==> src/rtl/jtframe_mdpad_scan.sv <==
`default_nettype none
// ============================================================================
// Module   : jtframe_mdpad_scan
// Function : 8-phase select scanner for Mega Drive DB9 pads with automatic
//            3-button / 6-button / absent detection, one word per player.
// Revision : 1.0
// ============================================================================
module jtframe_mdpad_scan #(
    parameter int PLAYERS  = 2,
    parameter int SEL_HOLD = 4,
    parameter int IDLE     = 64
)(
    input  logic                    clk,
    input  logic                    rst,
    input  logic                    cen,
    input  logic                    scan,
    input  logic [5:0]              din,
    output logic [1:0]              split,
    output logic                    mdsel,
    output logic [12*PLAYERS-1:0]   joy,
    output logic [PLAYERS-1:0]      present,
    output logic [PLAYERS-1:0]      six_btn,
    output logic                    sample
);

    localparam int              c_CNT_MAX     = (IDLE > SEL_HOLD) ? IDLE : SEL_HOLD;
    localparam int              c_CW          = $clog2(c_CNT_MAX + 1);
    localparam logic [c_CW-1:0] c_IDLE_LAST   = c_CW'(IDLE - 1);
    localparam logic [c_CW-1:0] c_HOLD_LAST   = c_CW'(SEL_HOLD - 1);
    localparam logic [1:0]      c_LAST_PLAYER = 2'(PLAYERS - 1);

    localparam logic [0:0] c_ST_IDLE  = 1'b0;
    localparam logic [0:0] c_ST_PHASE = 1'b1;

    logic [0:0]            r_state,   w_state;
    logic [c_CW-1:0]       r_cnt,     w_cnt;
    logic [2:0]            r_phase,   w_phase;
    logic [1:0]            r_player,  w_player;
    logic [1:0]            r_split,   w_split;
    logic                  r_mdsel,   w_mdsel;
    logic [11:0]           r_scr,     w_scr;
    logic                  r_pres,    w_pres;
    logic                  r_md6,     w_md6;
    logic [12*PLAYERS-1:0] r_joy,     w_joy;
    logic [PLAYERS-1:0]    r_present, w_present;
    logic [PLAYERS-1:0]    r_six,     w_six;
    logic                  r_sample,  w_sample;

    always_comb begin
        w_state   = r_state;
        w_cnt     = r_cnt;
        w_phase   = r_phase;
        w_player  = r_player;
        w_split   = r_split;
        w_mdsel   = r_mdsel;
        w_scr     = r_scr;
        w_pres    = r_pres;
        w_md6     = r_md6;
        w_joy     = r_joy;
        w_present = r_present;
        w_six     = r_six;
        w_sample  = 1'b0;

        if (!scan) begin
            // abort: drop the partial player, keep the published outputs
            w_state  = c_ST_IDLE;
            w_cnt    = '0;
            w_phase  = 3'd0;
            w_player = 2'd0;
            w_mdsel  = 1'b1;
            w_scr    = 12'd0;
            w_pres   = 1'b0;
            w_md6    = 1'b0;
        end else if (cen) begin
            case (r_state)
                c_ST_IDLE: begin
                    w_mdsel = 1'b1;
                    if (r_cnt == c_IDLE_LAST) begin
                        w_state  = c_ST_PHASE;
                        w_cnt    = '0;
                        w_phase  = 3'd0;
                        w_player = 2'd0;
                        w_split  = 2'd0;
                    end else begin
                        w_cnt = r_cnt + c_CW'(1);
                    end
                end
                default: begin
                    if (r_cnt == c_HOLD_LAST) begin
                        w_cnt   = '0;
                        w_phase = r_phase + 3'd1;
                        // next phase is even exactly when the current one is odd
                        w_mdsel = r_phase[0];
                        case (r_phase)
                            3'd0: begin
                                w_scr[3:0] = ~din[3:0];
                                w_scr[5]   = ~din[4];
                                w_scr[6]   = ~din[5];
                            end
                            3'd1: begin
                                w_pres     = (din[3:2] == 2'b00);
                                w_scr[4]   = ~din[4];
                                w_scr[10]  = ~din[5];
                            end
                            3'd5: w_md6 = (din[3:0] == 4'd0);
                            3'd6: begin
                                if (r_md6) begin
                                    w_scr[9]  = ~din[0];
                                    w_scr[8]  = ~din[1];
                                    w_scr[7]  = ~din[2];
                                    w_scr[11] = ~din[3];
                                end
                            end
                            3'd7: begin
                                for (int i = 0; i < PLAYERS; i++) begin
                                    if (r_player == 2'(i)) begin
                                        w_joy[12*i +: 12] = r_pres ? r_scr : 12'd0;
                                        w_present[i]      = r_pres;
                                        w_six[i]          = r_pres & r_md6;
                                    end
                                end
                                w_scr  = 12'd0;
                                w_pres = 1'b0;
                                w_md6  = 1'b0;
                                if (r_player == c_LAST_PLAYER) begin
                                    w_state  = c_ST_IDLE;
                                    w_sample = 1'b1;
                                end else begin
                                    w_player = r_player + 2'd1;
                                    w_split  = r_player + 2'd1;
                                end
                            end
                            default: ;
                        endcase
                    end else begin
                        w_cnt = r_cnt + c_CW'(1);
                    end
                end
            endcase
        end
    end

    always_ff @(posedge clk or posedge rst) begin
        if (rst) begin
            r_state   <= c_ST_IDLE;
            r_cnt     <= '0;
            r_phase   <= 3'd0;
            r_player  <= 2'd0;
            r_split   <= 2'd0;
            r_mdsel   <= 1'b1;
            r_scr     <= 12'd0;
            r_pres    <= 1'b0;
            r_md6     <= 1'b0;
            r_joy     <= '0;
            r_present <= '0;
            r_six     <= '0;
            r_sample  <= 1'b0;
        end else begin
            r_state   <= w_state;
            r_cnt     <= w_cnt;
            r_phase   <= w_phase;
            r_player  <= w_player;
            r_split   <= w_split;
            r_mdsel   <= w_mdsel;
            r_scr     <= w_scr;
            r_pres    <= w_pres;
            r_md6     <= w_md6;
            r_joy     <= w_joy;
            r_present <= w_present;
            r_six     <= w_six;
            r_sample  <= w_sample;
        end
    end

    assign split   = r_split;
    assign mdsel   = r_mdsel;
    assign joy     = r_joy;
    assign present = r_present;
    assign six_btn = r_six;
    assign sample  = r_sample;

endmodule
`default_nettype wire
==> config.mk <==
export PLATFORM = sky130hd
export DESIGN_NAME = jtframe_mdpad_scan
export DESIGN_NICKNAME = d
export VERILOG_FILES = /design/src/rtl/jtframe_mdpad_scan.sv
export SDC_FILE = /design/constraint.sdc
export NUM_CORES = 1
export LEC_CHECK = 0
export ABC_CLOCK_PERIOD_IN_PS = 2009
export BUFFER_PORTS_ARGS = -buffer_cell sky130_fd_sc_hd__clkbuf_2
export CAP_MARGIN = 20
export CORE_UTILIZATION = 51
export DETAILED_ROUTE_END_ITERATION = 6
export PLACE_DENSITY = 0.75
export SLEW_MARGIN = 30
export SYNTH_ARGS = -nofsm -noshare
export SYNTH_HDL_FRONTEND = slang
export SYNTH_SLANG_ARGS = --single-unit
export TNS_END_PERCENT = 10
==> constraint.sdc <==
create_clock -name clk -period 2.01 [get_ports clk]
set_input_delay 0 -clock clk [delete_from_list [all_inputs] [get_ports clk]]
set_output_delay 0 -clock clk [all_outputs]
set_load 0.05 [all_outputs]
==> metrics <==
status=finished, final reports clean; most frequent cells in the layout=dfrtp_1 (58), nand2_1 (48), clkbuf_2 (41); CTS tree=yes; layout cells sized above 1=26.3%; Port Buffer Count=41; Wirelength per Cell=14.4 um; # IOs=42; vias per inst=5.45; net total in the final layout=387; period utilization=97.7%; Synth Warn #=0; RSZ-0062 raised after global routing=yes; worst hold path type=in2reg; first-pass GRT wire length=10800 um; clock latency on the worst-skew pair=0.34 ns; hpwl dp=4350 um; sequential power share=45.2%; Num CTS Buffers=9; total power=2.68 mW; row count=26; clk root buf=clkbuf_8; crit end category=flop; Placed Cells=419; P_sw=589 uW; P_int=2.10 mW; clock slew at reported path FFs=0.07 ns; die area=5800 um2; maximum clock skew at final layout=0.00562 ns; most common cell after layout, fill and taps aside=dfrtp_1; Least-Margin Pin Slew=0.828 ns; Placed Area=3200 um2; synth top area cells=dfrtp_1 (52%), nand3_1 (7.1%), nand2_1 (6.4%); ANT nets after route=0; CP arrival=2.21 ns; max cap viols=0; via count=2413; Clock Sinks=59; Die Y=76.1 um; DRT iter0 DRCs=161; Starting Density=53.9%; Final Cell Area=3550 um2; pins over their slew limit=0; GRT Residual Overflow=0; Fmax achieved=0.509 GHz; Seq/Total Area, Yosys=52.7%; initial antenna violation count=0; sw frac=21.9%; CP Launch Type=flop; final std cells w/o fill=443; crit path kind=reg2reg; Clk pwr share=49.1%; Max clock buf depth=2; # DRC=0; maximum VDD drop=0.000461 V; total wire length=6390 um; CTS H-tree depth=3; P&R area growth vs syn=26.6%; core area=5200 um2; routability cong.=0.861; largest net degree at the start of global routing=60; Yosys top cell area share=51.8%; syn_nets=321; Final Hold Fails=0; Final Setup Violations=0; Tot GR Track Use=24.0%; # diodes=0; Post-Synthesis Cells=302; Mean Syn Cell Area=9.28 um2; Netlist cell types=37; Cell Area, Synth=2800 um2; pwr dens=756 nW/um2; cell taking the most area after synthesis=dfrtp_1; Worst Path Required=2.26 ns; vias in the first global route=2322; time the worst path needs with I/O delays and setup=1.96 ns; Seq cells post-synth=59; crit-path max FO=5; drt pass-1 iters=4; Lkg Pwr=1.75 nW; relative slew slack=44.8%; Gate power share=5.7%; Die X=76.1 um
[critical path: stages (launching register included)]
cell	delay (ns)
dfrtp_1	0.38
ha_2	0.22
nor2b_2	0.24
and3_2	0.29
o21ai_2	0.10
or4_1	0.49
a31oi_1	0.17
[per-stage QoR]
stage               setup TNS [ns]  hold WS (ns)  worst slack, ns  util, %
CTS                       -0.00699       0.00733         -0.00699     67.5
detailed placement          -0.463         0.240          -0.0840     61.4
global placement                 0         0.229           0.0375     61.4
finish                           0        0.0120           0.0453     68.2
global route               -0.0358        0.0559          -0.0289     68.2
floorplan                        0         0.133           0.0499        -
[final timing paths]
check,cells after the start,endpoint,slack [ns],startpoint
max in group asynchronous,4,split[1],1.08,rst
hold reg to reg,2,joy[20],0.47,joy[20]
min in group asynchronous,4,joy[5],0.41,rst
setup reg to reg,6,r_player[0],0.05,r_cnt[0]
setup / recovery,6,r_player[0],0.05,r_cnt[0]
hold / removal,3,r_scr[5],0.01,din[4]
[cell families (layout without fill, tap and decap cells)]
kind of cell / after synthesis / in the layout / synth area share, %
flip-flops: 59 / 59 / 52.7
AO/OA/AOI/OAI: 54 / 54 / 11.4
multiplexers: 7 / 7 / 2.72
buffers and inverters: 39 / 110 / 5.62
AND/OR/NAND/NOR: 134 / 134 / 23.6
adder cells (fa/ha/maj): 9 / 9 / 4.02
[metal layers]
metal  track usage [%]  vias up  wire [um]
met5                 0        -          0
met4              11.9        0        151
met3              5.87       17        280
met2              38.5       66       3070
met1              30.5     1157       2890
li1                  -     1173          -
[what timing repair did]
action                                  4_1_cts  5_1_grt
hold buffers                                  6        0
gates resized for setup                       3        8
gates cloned                                  0        0
endpoints found under the setup margin       19       24
pin swaps                                     1        1
hold endpoints to repair                     62        0
buffers inserted                              1        1
[power by group through the flow]
stage | Clock (mW) | Sequential [mW] | Combinational, mW
2_1_floorplan | 0 | 1.28 | 0.0485
3_3_place_gp | 0 | 1.23 | 0.142
3_5_place_dp | 0 | 1.23 | 0.144
4_1_cts | 1.34 | 1.21 | 0.153
5_1_grt | 1.39 | 1.21 | 0.167
6_report | 1.32 | 1.21 | 0.153
[area by class of cell]
type / instances / area (um2)
fillers: 429 / 1660
flip-flops and latches: 59 / 1480
multi-input cells: 204 / 1200
repair buffers: 69 / 443
clock buffers: 11 / 141
clock inverters: 5 / 100
inverters: 25 / 93.8
well taps: 70 / 87.6
[registers in the layout, summed over array words and instances (netlist names), 2 cells and up]
| signal | cells |
|---|---|
| six_btn | 2 |
| split | 2 |
| r_player | 2 |
| joy | 24 |
| r_phase | 3 |
| r_scr | 12 |
| present | 2 |
| r_cnt | 7 |
[synth_stat cells]
library cell,number
a21boi_0,2
a21o_1,1
a21oi_1,14
a2bb2oi_1,2
a31oi_1,4
a41oi_1,1
and2_1,4
and3_1,2
buf_4,3
clkbuf_1,11
clkinv_1,1
dfrtp_1,58
dfstp_2,1
ha_1,9
inv_1,24
mux2_2,5
mux2i_1,2
nand2_1,48
nand2b_1,3
nand3_1,40
nand3b_1,1
nand4_1,3
nor2_1,14
nor2b_1,1
nor3_1,4
nor3_2,1
nor4_1,1
nor4_2,1
nor4_4,1
o21ai_0,22
o21ai_2,1
o22ai_1,1
o2bb2ai_1,3
o31a_1,1
o31ai_1,2
or3_1,5
or4_1,5
Note: power is estimated with default switching activity, not from simulation.
